$ cat config.mk
export PLATFORM = sky130hd
export DESIGN_NAME = exe_hazard_ctrl
export DESIGN_NICKNAME = d
export VERILOG_FILES = /design/src/rtl/exe_hazard_ctrl.sv
export SDC_FILE = /design/constraint.sdc
export NUM_CORES = 1
export LEC_CHECK = 0
export ABC_CLOCK_PERIOD_IN_PS = 5100
export CAP_MARGIN = 20
export CORE_MARGIN = 4
export CORE_UTILIZATION = 55
export DETAILED_ROUTE_END_ITERATION = 6
export HOLD_SLACK_MARGIN = 0.15
export PLACE_DENSITY = 0.86
export SYNTH_ARGS = -nofsm -noshare
export SYNTH_HDL_FRONTEND = slang
export SYNTH_SLANG_ARGS = --single-unit
export TNS_END_PERCENT = 20
$ cat constraint.sdc
create_clock -name clk -period 5.1 [get_ports clk]
set_clock_uncertainty 0.05 [all_clocks]
set_input_delay 1.53 -clock clk [delete_from_list [all_inputs] [get_ports clk]]
set_output_delay 1.53 -clock clk [all_outputs]
set_load 0.02 [all_outputs]
$ cat src/rtl/exe_hazard_ctrl.sv
// exe_hazard_ctrl: shadow EXE/MEM/WB scoreboard driving forwarding selects, load-use stall, branch flush and memory freeze
module exe_hazard_ctrl #(
   parameter bit FWD_EN = 1'b1,
   parameter int CNT_W  = 16
) (
   input  logic             clk,
   input  logic             rst,
   input  logic             id_valid,
   input  logic [3:0]       id_src1,
   input  logic [3:0]       id_src2,
   input  logic             id_src1_used,
   input  logic             id_src2_used,
   input  logic [3:0]       id_dst,
   input  logic             id_wb_en,
   input  logic             id_mem_r_en,
   input  logic             id_mem_w_en,
   input  logic             br_taken,
   input  logic             mem_ready,
   output logic [1:0]       Sel_src1,
   output logic [1:0]       Sel_src2,
   output logic             hazard_stall,
   output logic             flush,
   output logic             freeze,
   output logic [CNT_W-1:0] stall_cnt,
   output logic [CNT_W-1:0] freeze_cnt
);
   typedef struct packed {
      logic       v;
      logic [3:0] dst;
      logic       wb;
      logic       mr;
      logic       mw;
      logic [3:0] s1;
      logic [3:0] s2;
      logic       s1u;
      logic       s2u;
   } exe_t;
   typedef struct packed {
      logic       v;
      logic [3:0] dst;
      logic       wb;
      logic       mr;
      logic       mw;
   } mem_t;
   typedef struct packed {
      logic       v;
      logic [3:0] dst;
      logic       wb;
   } wb_t;
   exe_t exe_q, exe_d;
   mem_t mem_q, mem_d;
   wb_t  wb_q, wb_d;
   logic [CNT_W-1:0] stall_cnt_q, stall_cnt_d, freeze_cnt_q, freeze_cnt_d;
   logic hit_exe, hit_mem, raw;
   logic [1:0] sel1_raw, sel2_raw;
   // hazard detection: the ID operands against the producers still in flight
   always_comb begin
      hit_exe = (id_src1_used && id_src1 == exe_q.dst) || (id_src2_used && id_src2 == exe_q.dst);
      hit_mem = (id_src1_used && id_src1 == mem_q.dst) || (id_src2_used && id_src2 == mem_q.dst);
      raw = FWD_EN ? (id_valid && exe_q.v && exe_q.mr && hit_exe)
                   : (id_valid && ((exe_q.v && exe_q.wb && hit_exe) || (mem_q.v && mem_q.wb && hit_mem)));
      freeze = mem_q.v && (mem_q.mr || mem_q.mw) && !mem_ready;
      flush = br_taken && exe_q.v && !freeze;
      hazard_stall = raw && !flush && !freeze;
   end
   // operand forwarding: the younger producer in MEM wins over WB
   always_comb begin
      sel1_raw = (mem_q.v && mem_q.wb && mem_q.dst == exe_q.s1) ? 2'b01 :
                 (wb_q.v && wb_q.wb && wb_q.dst == exe_q.s1) ? 2'b10 : 2'b00;
      sel2_raw = (mem_q.v && mem_q.wb && mem_q.dst == exe_q.s2) ? 2'b01 :
                 (wb_q.v && wb_q.wb && wb_q.dst == exe_q.s2) ? 2'b10 : 2'b00;
      Sel_src1 = (FWD_EN && exe_q.v && exe_q.s1u) ? sel1_raw : 2'b00;
      Sel_src2 = (FWD_EN && exe_q.v && exe_q.s2u) ? sel2_raw : 2'b00;
   end
   // slot advance: freeze holds everything, flush or stall drop a bubble into EXE
   always_comb begin
      exe_d = exe_q;
      mem_d = mem_q;
      wb_d  = wb_q;
      if (!freeze) begin
         wb_d  = '{v: mem_q.v, dst: mem_q.dst, wb: mem_q.wb};
         mem_d = '{v: exe_q.v, dst: exe_q.dst, wb: exe_q.wb, mr: exe_q.mr, mw: exe_q.mw};
         if (flush || hazard_stall) exe_d.v = 1'b0;
         else exe_d = '{v: id_valid, dst: id_dst, wb: id_wb_en, mr: id_mem_r_en, mw: id_mem_w_en,
                        s1: id_src1, s2: id_src2, s1u: id_src1_used, s2u: id_src2_used};
      end
      stall_cnt_d  = (hazard_stall && !(&stall_cnt_q)) ? stall_cnt_q + CNT_W'(1) : stall_cnt_q;
      freeze_cnt_d = (freeze && !(&freeze_cnt_q)) ? freeze_cnt_q + CNT_W'(1) : freeze_cnt_q;
   end
   // state registers, cleared asynchronously
   always_ff @(posedge clk or negedge rst) begin
      if (!rst) begin
         exe_q        <= '0;
         mem_q        <= '0;
         wb_q         <= '0;
         stall_cnt_q  <= '0;
         freeze_cnt_q <= '0;
      end else begin
         exe_q        <= exe_d;
         mem_q        <= mem_d;
         wb_q         <= wb_d;
         stall_cnt_q  <= stall_cnt_d;
         freeze_cnt_q <= freeze_cnt_d;
      end
   end
   assign stall_cnt  = stall_cnt_q;
   assign freeze_cnt = freeze_cnt_q;
endmodule
==> flow_metrics.py <==
metrics = {
    "die": {
        "core_region_area_um2": 5470,
        "rows": 27,
        "initial_core_util_pct": 56.4,
        "design.die.area_um2": 6870,
        "die_w_um": 82.9,
        "ios": 61,
        "die_y_um": 82.9,
    },
    "worst_setup_path": {
        "r2r_start": "exe_q[17]$_DFFE_PN0P_",
        "critPathKind": "primary input to primary output",
        "r2r_setup_slack_ns": 2.54,
        "worstSetupStartpointType": "primary input",
        "worst-r2r-cell-count": 7,
        "cp_max_fo": 7,
        "endpoint_kind": "primary output",
        "r2r-end": "exe_q[12]$_DFFE_PN0P_",
        "cp.arrival_ns": 3.32,
        "critPathRequiredTime_ns": 3.52,
    },
    "layout": {
        "fin_nets": 355,
        "layout-drive-gt1-share_pct": 16.7,
        "antennaDiodeCount": 0,
        "design_area_um2": 4000,
        "syn_to_final_growth_pct": 29.7,
    },
    "global_route": {
        "antenna_found_initial": 0,
        "grt_pass1_vias": 2323,
        "grt-ovfl-total": 0,
        "grt_pass1_wl_mm": 11.0,
        "gr-usage-all-layers_pct": 20.0,
        "grt_max_degree": 39,
    },
    "power": {
        "ir_drop_mv": 0.321,
        "p_leak_uw": 0.00167,
        "pwr_density_cell_nw_per_um2": 454,
    },
    "logic_synthesis": {
        "ys_ff_latch": 64,
        "synth_common_cells": "dfrtp_1, xnor2_1, mux2_2, nand2_1, nand3_1",
        "yosysSeqAreaShare_pct": 51.9,
        "netlist_area_um2": 3090,
        "avgSynthCellArea_um2": 11.9,
        "synth_area_leaders": "dfrtp_1, xnor2_1, mux2_2",
        "ys_types": 35,
        "synth_cells": 259,
        "synth_ff_type": "dfrtp_1",
        "ys.warnings.count": 0,
        "async_flop_share_pct": 100,
        "synth_most_common_cell": "dfrtp_1",
        "synth_edf_count": 0,
        "syn_nets": 283,
        "yosysTopAreaCell": "dfrtp_1",
        "synth_top_area_share_pct": 51.9,
    },
    "clocking": {
        "cts_tree": "done",
        "cts.reportedPaths.clkPinSlew_ns": 0.06,
        "post_cts_buffers": 0,
        "postCtsHoldBufs": 0,
        "clk_latency_ns": 0.33,
        "cts_root_buf": "clkbuf_8",
        "clock-sinks": 64,
        "cts.htree.levels": 3,
        "clock_path_buffers": 2,
        "cts_made_buffers": 9,
        "cts_resized": 0,
    },
    "routing": {
        "drt_iter0_markers": 83,
        "wl_per_cell_um": 16.0,
        "num_vias": 2238,
        "drc_errors": 0,
        "dr.pass1.iters": 4,
        "ant_nets": 0,
        "wirelength_mm": 6.52,
        "viasPerCell": 5.49,
    },
    "sta": {
        "finalCritPeriodShare_pct": 96.0,
        "max_slew_margin_pct": 45.0,
        "grt_setup_unrepaired": "no",
        "finalSetupViolCount": 0,
        "setup_tns_ns": 0,
        "finalHoldViolations": 0,
        "fmax_mhz": 204,
        "final-max-slew-violation-count": 0,
        "min_period_ns": 4.90,
        "tightest_slew_ns": 0.825,
    },
    "placed_design": {
        "dp_hpwl_mm": 4.81,
        "placed_cell_area_um2": 3790,
        "finalWeightedCongestion": 0.813,
        "numPortBuffers": 60,
    },
    "job": {
        "maxCapViolations": 0,
    },
    "hold_path": {
        "worstHoldPathCells": 1,
        "hp-class": "register to register",
        "min_to": "freeze_cnt[15]$_DFFE_PN0P_",
        "hold_path.startpoint": "freeze_cnt[15]$_DFFE_PN0P_",
    },
    "outcome": {
        "status": "completed",
    },
}
layout by cell type (no fill, tap or decap), types with 4 or more instances in the layout:
cell type	netlist	layout
nor3_1	5	5
clkdlybuf4s50_1	0	59
mux2_2	21	21
mux2_4	9	9
buf_4	0	6
nand2_1	21	21
nand3_1	20	20
dfrtp_1	64	64
nor2_1	11	11
xor2_1	17	17
and3_1	8	8
nor4_1	4	4
nand4_1	11	11
clkbuf_8	0	10
inv_1	4	4
xnor2_1	34	34
worst max path at each step:
stage	end	from	cells after the start
after floorplan	flush	mem_ready	5
after global placement	hazard_stall	mem_ready	5
after detailed placement	hazard_stall	mem_ready	5
after CTS	hazard_stall	mem_ready	5
after global routing	hazard_stall	mem_ready	5
final	hazard_stall	mem_ready	5
layout make-up:
cell class | instances | area [µm²]
Multi-Input combinational cell | 186 | 1440
Fill cell | 396 | 1470
Clock inverter | 3 | 65.1
Clock buffer | 13 | 149
Tap cell | 72 | 90.1
Timing Repair Buffer | 66 | 641
Inverter | 4 | 15.0
Sequential cell | 64 | 1600
state kept, by name (all words and copies together), names as in the netlist:
signal      count
stall_cnt      16
freeze_cnt     16
mem_q           8
exe_q          18
wb_q            6
cells by family after synthesis:
| kind of cell | count (synthesis) | synth area share (%) |
|---|---|---|
| AND/OR/NAND/NOR | 89 | 14.8 |
| flip-flops | 64 | 51.9 |
| multiplexers | 31 | 12.4 |
| XOR/XNOR | 51 | 14.5 |
| AO/OA/AOI/OAI | 13 | 4.26 |
| adder cells (fa/ha/maj) | 2 | 0.811 |
| buffers and inverters | 9 | 1.42 |
worst max-delay path, cell delays in order:
cell and delay (ns):
clkdlybuf4s50_1 0.48, nand2b_1 0.29, o2111ai_2 0.17, o22ai_4 0.21, clkdlybuf4s50_1 0.63
stage by stage:
stage / util, % / power, µW / std cells / hold WS [ns] / worst slack, ns
after floorplan: - / 1160 / 259 / 0.408 / 0.744
after global placement: 69.2 / 1320 / 392 / 0.427 / 0.243
after detailed placement: 69.2 / 1350 / 392 / 0.431 / 0.189
after CTS: 73.1 / 1830 / 408 / 0.444 / 0.194
after global routing: 73.1 / 1920 / 408 / 0.450 / 0.113
final: 73.1 / 1820 / 408 / 0.440 / 0.204
report_power, final:
part | total, µW | internal [µW] | switching, µW
combinational | 548 | 305 | 243
sequential | 799 | 642 | 157
clock | 469 | 289 | 181
routing by layer:
layer	share of wire, %	GRT usage, %
met5	0	0
met4	3.1	10.5
met3	4.8	4.76
met2	49	32.7
met1	43	24.5
No activity file was read; power rests on OpenSTA's default activity.
==> patch (config.mk and constraints unchanged) <==
Set the parameter `FWD_EN` to 1'b0 (it was 1'b1).
--- a/src/rtl/exe_hazard_ctrl.sv
+++ b/src/rtl/exe_hazard_ctrl.sv
@@ -1,5 +1,5 @@
 // exe_hazard_ctrl: shadow EXE/MEM/WB scoreboard driving forwarding selects, load-use stall, branch flush and memory freeze
 module exe_hazard_ctrl #(
-   parameter bit FWD_EN = 1'b1,
+   parameter bit FWD_EN = 1'b0,
    parameter int CNT_W  = 16
 ) (
Function: changed (a bounded check fails within 4 cycles, from zero or initial values and one cycle with rst low).
==> patch against the original RTL <==
Die area decreased by 22%. Count of clock-buffer cells in the layout decreased by 6. Routed wire length decreased by 22%. Cell area decreased by 23%. Power decreased by 31%. Worst setup slack got worse by 0.023 ns. Via count decreased by 18%. Synthesized area decreased by 24%. Global-route usage increased by 0.48 points. Sequential cell count decreased by 16.
==> patch: results (changes against the original RTL) <==
[global_route]
antenna_found_initial = 0  ; unchanged
grt_pass1_wl_mm = 8.52  ; -22%
gr-usage-met2 = 0.342  ; +0.0151
globalRouteMet1Util = 0.264  ; +0.0189
grt_max_degree = 49  ; +26%
grt_usage = 0.205  ; +0.00482
use_met3 = 0.0534  ; +0.00573

[clock_tree]
cts.clk_slew.worst_paths_ns = 0.09  ; +0.03 ns
cts_resized = 1  ; +1
cts_buffers = 5  ; -4
cts.htree.levels = 2  ; -1
insertion_delay_ns = 0.30  ; -0.03 ns
clk_path_buf_depth = 2  ; unchanged
cts_setup_buffers = 0  ; unchanged
clock-root-buffer = clkbuf_8

[power_and_ir_drop]
p_leak_uw = 0.00135  ; -19%
peakVddDrop_mv = 0.360  ; +12%

[place]
gp_congestion = 0.951  ; +17%
port_buffers = 56  ; -6.7%
dpl.cell_count = 328  ; -16%
dp_hpwl_mm = 3.74  ; -22%

[route]
top_layer_used = met4
vias = 1827  ; -18%
drt_iter0_drc = 130  ; +57%
dr_wl_met3_um = 308  ; -0.65%
wl_met2_mm = 2.69  ; -16%
wl_per_cell_um = 15.1  ; -5.5%
wl_met1_mm = 2.05  ; -27%

[min_path]
holdPathEnd = stall_cnt[6]$_DFFE_PN0P_
worstHoldStart = stall_cnt[6]$_DFFE_PN0P_

[critical_path]
worst_ep_arrival_time_ns = 3.34  ; +0.02 ns
reg2reg_from = mem_q[5]$_DFFE_PN0P_
crit_fanout = 2  ; -5
reg2reg_depth = 7  ; unchanged
reg2reg_slack_ns = 2.78  ; +0.24 ns
crit_start = id_src1[0]
r2r-end = exe_q[14]$_DFFE_PN0P_

[finish]
fillCellCount = 275  ; -31%
drive_above_1_share = 0.0941  ; -0.0726
nNetsFinal = 310  ; -13%
instances_no_fill = 337  ; -17%
antennaDiodeCount = 0  ; unchanged

[logic_synthesis]
synth_top_area_share = 0.513  ; -0.00603
ys_types = 32  ; -8.6%
avgSynthCellArea_um2 = 10.6  ; -11%
yosysSeqAreaShare = 0.513  ; -0.00603
synthTopCellsByCount = 48 x dfrtp_1, 35 x nand2_1, 28 x xnor2_1
synth_area_leaders = dfrtp_1 51%, xnor2_1 10%, xor2_1 6.4%
synth_async_sr_flop_share = 1.00  ; unchanged

[timing]
holdWs_ns = 0.446  ; +0.00582 ns
tightest_slew_ns = 0.597  ; -0.228 ns

[outcome]
status = finished, final reports clean

## patch: cell types whose count changed after synthesis, moves of 4 or more
cell     unedited run  this run
xnor2_1            34        28
mux2_2             21        10
dfrtp_1            64        48
nand2_1            21        35
buf_4               0         4
nand3_1            20        15
mux2_4              9         0
## patch: power by group
| group | internal, uW | total (uW) | switching (uW) |
|---|---|---|---|
| clock network | 173 | 297 | 124 |
| logic | 191 | 382 | 191 |
| registers | 466 | 566 | 100 |
## patch: cell type report
class	count	area (um^2)	area share
sequential	48	1200	0.388
inverter	5	18.8	0.00606
multi-input combinational	165	1080	0.350
tap	50	62.6	0.0202
clock buffer	7	96.3	0.0311
timing repair buffer	61	604	0.195
clock inverter	1	30.0	0.00969
## patch: cell families (layout without fill, tap and decap cells)
logic type      count (synthesis)  after routing  share of synthesized area
xor+xnor                       45             45                      0.168
simple gates                   97             97                      0.204
buf+inv                        12             74                     0.0288
mux                            11             11                     0.0524
other cells                     1              4                    0.00160
fa+ha+maj                       2              2                     0.0107
flops                          48             48                      0.513
compound gates                  6              6                     0.0219
## patch: critical path: stages
cell and delay (ns):
clkdlybuf4s50_1 0.52, xor2_1 0.20, nor4_1 0.08, or4_1 0.54, nor2b_1 0.16, dlygate4sd2_1 0.32
## patch: worst max path at each step
stage,end,slack [ns],cells past startpoint
floorplan,hazard_stall,0.70,7
global placement,hazard_stall,0.003,6
detailed placement,hazard_stall,-0.03,7
CTS,hazard_stall,0.17,6
global route,hazard_stall,0.11,6
finish,hazard_stall,0.18,6
## patch: per-stage QoR
stage               setup slack [ns]  power (uW)  setup TNS (ns)  area (um^2)
finish                         0.181        1250               0         3100
floorplan                      0.697         793               0         2350
detailed placement           -0.0312         951         -0.0312         2950
global placement             0.00253         935               0         2950
CTS                            0.172        1250               0         3080
global route                   0.110        1310               0         3100
